`config.mk`:
```
export PLATFORM = sky130hd
export DESIGN_NAME = paso_narrow_to_wide
export DESIGN_NICKNAME = d
export VERILOG_FILES = /design/src/rtl/paso_narrow_to_wide.sv
export SDC_FILE = /design/constraint.sdc
export NUM_CORES = 1
export LEC_CHECK = 0
export ABC_AREA = 1
export CORE_UTILIZATION = 53
export DETAILED_ROUTE_END_ITERATION = 8
export HOLD_SLACK_MARGIN = 0.03
export PLACE_DENSITY = 0.87
export SYNTH_ARGS = -nofsm -noshare
export SYNTH_HDL_FRONTEND = slang
export SYNTH_SLANG_ARGS = --single-unit
```
`constraint.sdc`:
```
create_clock -name clk_4f -period 2.1 [get_ports clk_4f]
set_input_delay 0.42 -clock clk_4f [delete_from_list [all_inputs] [get_ports clk_4f]]
set_output_delay 0.42 -clock clk_4f [all_outputs]
set_load 0.03 [all_outputs]
```
`src/rtl/paso_narrow_to_wide.sv`:
```
// Narrow-to-wide packer: gathers RATIO beats of IN_W bits into one IN_W*RATIO
// word. Supports lane order select, gap discard policy, padded partial-word
// flush, and a single output holding register with ready backpressure.
module paso_narrow_to_wide #(
  parameter int              IN_W      = 8,
  parameter int              RATIO     = 4,
  parameter bit              MSB_FIRST = 1'b1,
  parameter bit              GAP_MODE  = 1'b0,
  parameter logic [IN_W-1:0] PAD       = '0
) (
  input  logic                       clk_4f,
  input  logic                       reset,
  input  logic [IN_W-1:0]            data_in,
  input  logic                       valid_in,
  input  logic                       flush,
  input  logic                       ready_out,
  output logic [IN_W*RATIO-1:0]      data_out,
  output logic                       valid_out,
  output logic [$clog2(RATIO)-1:0]   lane_cnt,
  output logic                       overflow,
  output logic                       gap_drop
);

  localparam int OUT_W = IN_W * RATIO;
  localparam int CW    = $clog2(RATIO);
  // fill count must be able to hold RATIO itself
  localparam int FW    = CW + 1;
  localparam logic [CW-1:0] LAST = CW'(RATIO - 1);

  logic [RATIO-1:0][IN_W-1:0] acc_q, acc_d;
  logic [CW-1:0]              lane_cnt_q, lane_cnt_d;
  logic [OUT_W-1:0]           data_out_q, data_out_d;
  logic                       valid_out_q, valid_out_d;
  logic                       overflow_q, overflow_d;
  logic                       gap_drop_q, gap_drop_d;

  logic                       complete;
  logic                       do_flush;
  logic                       emit;
  logic                       gap;
  logic                       out_free;
  logic [FW-1:0]              fill;
  logic [RATIO-1:0][IN_W-1:0] word;
  logic [IN_W-1:0]            lane_val;

  // Event decode and assembly of the outgoing word, including a same-cycle beat
  always_comb begin
    complete = valid_in && (lane_cnt_q == LAST);
    fill     = FW'(lane_cnt_q) + FW'(valid_in);
    do_flush = flush && !complete && (fill != '0);
    emit     = complete || do_flush;
    gap      = GAP_MODE && !valid_in && !flush && (lane_cnt_q != '0);
    out_free = !valid_out_q || ready_out;
    word     = '0;
    lane_val = '0;
    for (int i = 0; i < RATIO; i++) begin
      lane_val = PAD;
      // lanes beyond the fill level are padded so stale beats never leak out
      if (FW'(i) < fill) begin
        if (valid_in && (lane_cnt_q == CW'(i))) lane_val = data_in;
        else                                    lane_val = acc_q[i];
      end
      if (MSB_FIRST) word[RATIO-1-i] = lane_val;
      else           word[i]         = lane_val;
    end
  end

  // Accumulator and lane counter update
  always_comb begin
    acc_d      = acc_q;
    lane_cnt_d = lane_cnt_q;
    if (valid_in) begin
      acc_d[lane_cnt_q] = data_in;
      lane_cnt_d        = lane_cnt_q + CW'(1);
    end
    if (emit || gap) begin
      acc_d      = '0;
      lane_cnt_d = '0;
    end
  end

  // Output holding register: load when free, otherwise drop and flag overflow
  always_comb begin
    data_out_d  = data_out_q;
    valid_out_d = valid_out_q && !ready_out;
    overflow_d  = 1'b0;
    gap_drop_d  = gap;
    if (emit) begin
      if (out_free) begin
        data_out_d  = word;
        valid_out_d = 1'b1;
      end else begin
        overflow_d  = 1'b1;
      end
    end
  end

  // State registers with synchronous reset
  always_ff @(posedge clk_4f) begin
    if (reset) begin
      acc_q       <= '0;
      lane_cnt_q  <= '0;
      data_out_q  <= '0;
      valid_out_q <= 1'b0;
      overflow_q  <= 1'b0;
      gap_drop_q  <= 1'b0;
    end else begin
      acc_q       <= acc_d;
      lane_cnt_q  <= lane_cnt_d;
      data_out_q  <= data_out_d;
      valid_out_q <= valid_out_d;
      overflow_q  <= overflow_d;
      gap_drop_q  <= gap_drop_d;
    end
  end

  assign data_out  = data_out_q;
  assign valid_out = valid_out_q;
  assign lane_cnt  = lane_cnt_q;
  assign overflow  = overflow_q;
  assign gap_drop  = gap_drop_q;

endmodule

```
==> metrics.txt, run 1 <==
status=finished, final reports clean; die width=77.3 microns; DR top layer=met4; number of distinct library cell variants in the gate-level netlist after synthesis=18; Clock Power Share=0.317; H-tree depth reported by CTS=3; number of input and output port buffers inserted=48; Layout Cell Area excl Fill=3790 sq um; Max stage delay cell, worst path=sky130_fd_sc_hd__clkdlybuf4s50_1; fraction of power spent switching nets=0.303; Ports=50; routability cong.=0.881; cell repeated most along the worst path=sky130_fd_sc_hd__ha_1; number of antenna diodes=0; routed wl met2=3040 microns; Avg Inst Size Synth=about 6.7 sq um; post-layout utilization of the core=0.692; detail-routed net length per standard cell=11.8 microns; RSZ-0062 raised after global routing=yes; die extent in y=77.3 microns; Final Hold Slack=0.474 ns; net count after synthesis=466; Post-DP HPWL=4880 microns; Required @ worst endpoint=between 2 and 2.5 ns; Starting DRT DRC Count=just over 200; Worst Setup End Kind=register; min Tclk post-route=1.99 ns; deepest clock path buffer count=2; Gate Count Post-Synth=446; chain of cells forming the critical path=clkdlybuf4s50_1 > ha_1 > inv_1 > ha_1 > nor2_2 > nand2_1 > nand2_2 > nand2_4 > buf_12 > a21oi_1 > nor2_1; number of enable flip-flop cells after synthesis=0; number of routed nets with antenna violations=0; Max-Cap Viols=0; Die Area=5970 sq um; sum of buffers and inverters on the critical path=3; timing-limited maximum frequency=about 500 MHz; Final setup viols=0; share of Yosys cell area claimed by the top area cell type=0.453; clock latency on the worst-skew pair=~0.35 ns; Crit Path Category=in2reg; most used standard cells in the synthesized netlist=127 x sky130_fd_sc_hd__nand2_1, 78 x sky130_fd_sc_hd__nor2_1, 68 x sky130_fd_sc_hd__dfxtp_1; via count normalized by instance count=4.99; largest net degree at the start of global routing=34; met3 wire length=between 400 and 500 microns; DRC viols=0; number of antenna violations at the first check in global routing=0; Slowest Stage Delay on Critical Path=approximately 0.5 ns; ratio of cells with drive above 1 in the final layout=0.0755; cell family with the largest share of critical-path delay=buffers and inverters; # hold bufs at CTS=0; combinational share of power=0.236; netlist area before placement=3000 sq um; most repeated cell in the gate-level netlist after synthesis=sky130_fd_sc_hd__nand2_1; wire length of the first global-routing pass=11400 microns; root cell of the clock tree=sky130_fd_sc_hd__clkbuf_8; setup bufs post-CTS=0; highest fanout seen on the critical path=33; Num CTS Buffers=9; overall power of the completed layout=3.19 mW; number of optimization iterations in the first detailed-route pass=4; leakage power summed over all cells=1.71 nW; top_reg_cell synth=sky130_fd_sc_hd__dfxtp_1; Num Clock Sinks=68; Power per Cell Area=843 nW/um^2; sw power=about 0.97 mW; share of synthesized registers carrying an async set or reset=0; cell type with the highest aggregate area in the netlist=sky130_fd_sc_hd__dfxtp_1; Placement Rows=27; vias after detailed routing=2869; Starting Density=0.549; floorplan core area=5470 sq um; final hold vios=0; via count of the first global-routing pass=about 2500; clock edge transition at the registers on the reported setup and hold paths=0.06 ns; final-stage net count=519; synthesis-stage register bit count=roughly 70; sum of overflow across all layers after global routing=0; arrival time of the worst setup path=2.23 ns; global-route total usage across every layer=0.247; count of synthesis-stage warnings from yosys=0; final clock period utilization by the worst path=0.947; post-synthesis sequential area ratio=0.453; clock tree from TritonCTS=yes; post-detailed-routing wire length=6810 microns; non-filler cells in the finished layout=approximately 580; kind of launch point of the worst setup path=primary input; Area contributors post-synth=sky130_fd_sc_hd__dfxtp_1 45%, sky130_fd_sc_hd__nand2_1 16%, sky130_fd_sc_hd__nor2_1 9.7%, sky130_fd_sc_hd__nand3_1 8.5%, sky130_fd_sc_hd__a21oi_1 6.0%; VDD IR max=roughly 0.44 mV; met1 layer wirelength in the final routing=~3100 microns; instance count after placement with tap cells included=560; area growth from synthesis to layout=26.1%; cell internal power dissipation=2.22 mW; sequential group share of total power=0.447; final-report max-slew violation count=0; DP Area=3590 sq um; worst clock skew=0.00723 ns; Hold Path Class=reg2reg
-- layout by cell type, fill, tap and decap left out --
cell type                           n
sky130_fd_sc_hd__a21oi_1           36
sky130_fd_sc_hd__buf_12             1
sky130_fd_sc_hd__buf_4             12
sky130_fd_sc_hd__buf_6              1
sky130_fd_sc_hd__clkbuf_1           1
sky130_fd_sc_hd__clkbuf_8          13
sky130_fd_sc_hd__clkdlybuf4s50_1   48
sky130_fd_sc_hd__clkinv_1           1
sky130_fd_sc_hd__clkinv_2           1
sky130_fd_sc_hd__conb_1             1
sky130_fd_sc_hd__dfxtp_1           68
sky130_fd_sc_hd__ha_1               7
sky130_fd_sc_hd__inv_1             42
sky130_fd_sc_hd__inv_2              4
sky130_fd_sc_hd__nand2_1          127
sky130_fd_sc_hd__nand2_2            2
sky130_fd_sc_hd__nand2_4            2
sky130_fd_sc_hd__nand3_1           51
sky130_fd_sc_hd__nor2_1            77
sky130_fd_sc_hd__nor2_2             1
sky130_fd_sc_hd__o21ai_0            6
sky130_fd_sc_hd__or2_2              1
-- flip-flops by register name, indices dropped and copies added, names as in the netlist --
signal and count:
valid_out 1, data_out 32, acc_q 32, lane_cnt 2
overflow 1
-- final timing paths --
path	startpoint	endpoint	slack, ns	cells past startpoint
worst max register to register	lane_cnt[0]	data_out[10]	0.20	10
worst max-delay path	valid_in	data_out[10]	0.11	11
worst min register to register	acc_q[18]	acc_q[18]	0.47	2
worst min-delay path	acc_q[18]	acc_q[18]	0.47	2
-- power groups by stage --
| stage | Sequential (mW) | Clock [mW] | Combinational, mW |
|---|---|---|---|
| after floorplan | 1.59 | 0 | 0.350 |
| after global placement | 1.45 | 0 | 0.728 |
| after detailed placement | 1.46 | 0 | 0.744 |
| after CTS | 1.43 | 1.02 | 0.750 |
| after global routing | 1.44 | 1.09 | 0.825 |
| final | 1.43 | 1.01 | 0.754 |
-- cell families (layout without fill, tap and decap cells) --
logic type,after synthesis,in the layout,share of synthesized area
flops,68,68,0.453
fa+ha+maj,7,7,0.0292
compound gates,42,42,0.0700
simple gates,261,261,0.355
buf+inv,67,124,0.0916
other cells,1,1,0.00125
-- worst register-to-register path, cell delays in order (launching register included) --
cell and delay (ns):
sky130_fd_sc_hd__dfxtp_1 0.44, sky130_fd_sc_hd__ha_1 0.21, sky130_fd_sc_hd__inv_1 0.05, sky130_fd_sc_hd__ha_1 0.30, sky130_fd_sc_hd__nor2_2 0.13, sky130_fd_sc_hd__nand2_1 0.09
sky130_fd_sc_hd__nand2_2 0.10, sky130_fd_sc_hd__nand2_4 0.08, sky130_fd_sc_hd__buf_12 0.18, sky130_fd_sc_hd__a21oi_1 0.15, sky130_fd_sc_hd__nor2_1 0.06
-- final cells by class --
| cell class | count | area [sq um] |
|---|---|---|
| clock buffers | 14 | 183 |
| clock inverters | 1 | 5.00 |
| fillers | 451 | 1690 |
| inverters | 47 | 176 |
| multi-input cells | 311 | 1370 |
| flip-flops and latches | 68 | 1360 |
| well taps | 72 | 90.1 |
| repair buffers | 62 | 602 |
-- stage by stage --
step	setup slack (ns)	TNS (ns)
floorplan	0.256	0
global placement	-0.165	-7.63
detailed placement	-0.213	-10.03
CTS	0.0341	0
global route	0.00222	0
finish	0.110	0
-- what timing repair did --
item / in CTS / in global routing
gates resized for setup: 0 / 2
endpoints found under the setup margin: 0 / 19
endpoints found under the hold margin: 0 / 0
-- metal layers --
layer	vias to the layer above	GRT usage
li1	1488	-
met2	86	0.372
met4	0	0.158
met1	1276	0.324
met3	19	0.0452
met5	-	0
No activity file was read; power rests on OpenSTA's default activity.
==> run 2, diff against run 1 <==
--- a/config.mk
+++ b/config.mk
@@ -10,6 +10,7 @@
 export DETAILED_ROUTE_END_ITERATION = 8
 export HOLD_SLACK_MARGIN = 0.03
 export PLACE_DENSITY = 0.87
+export SKIP_LAST_GASP = 1
 export SYNTH_ARGS = -nofsm -noshare
 export SYNTH_HDL_FRONTEND = slang
 export SYNTH_SLANG_ARGS = --single-unit
==> results of run 2 <==
No change in the layout: final DEF, timing and power equal those of run 1.
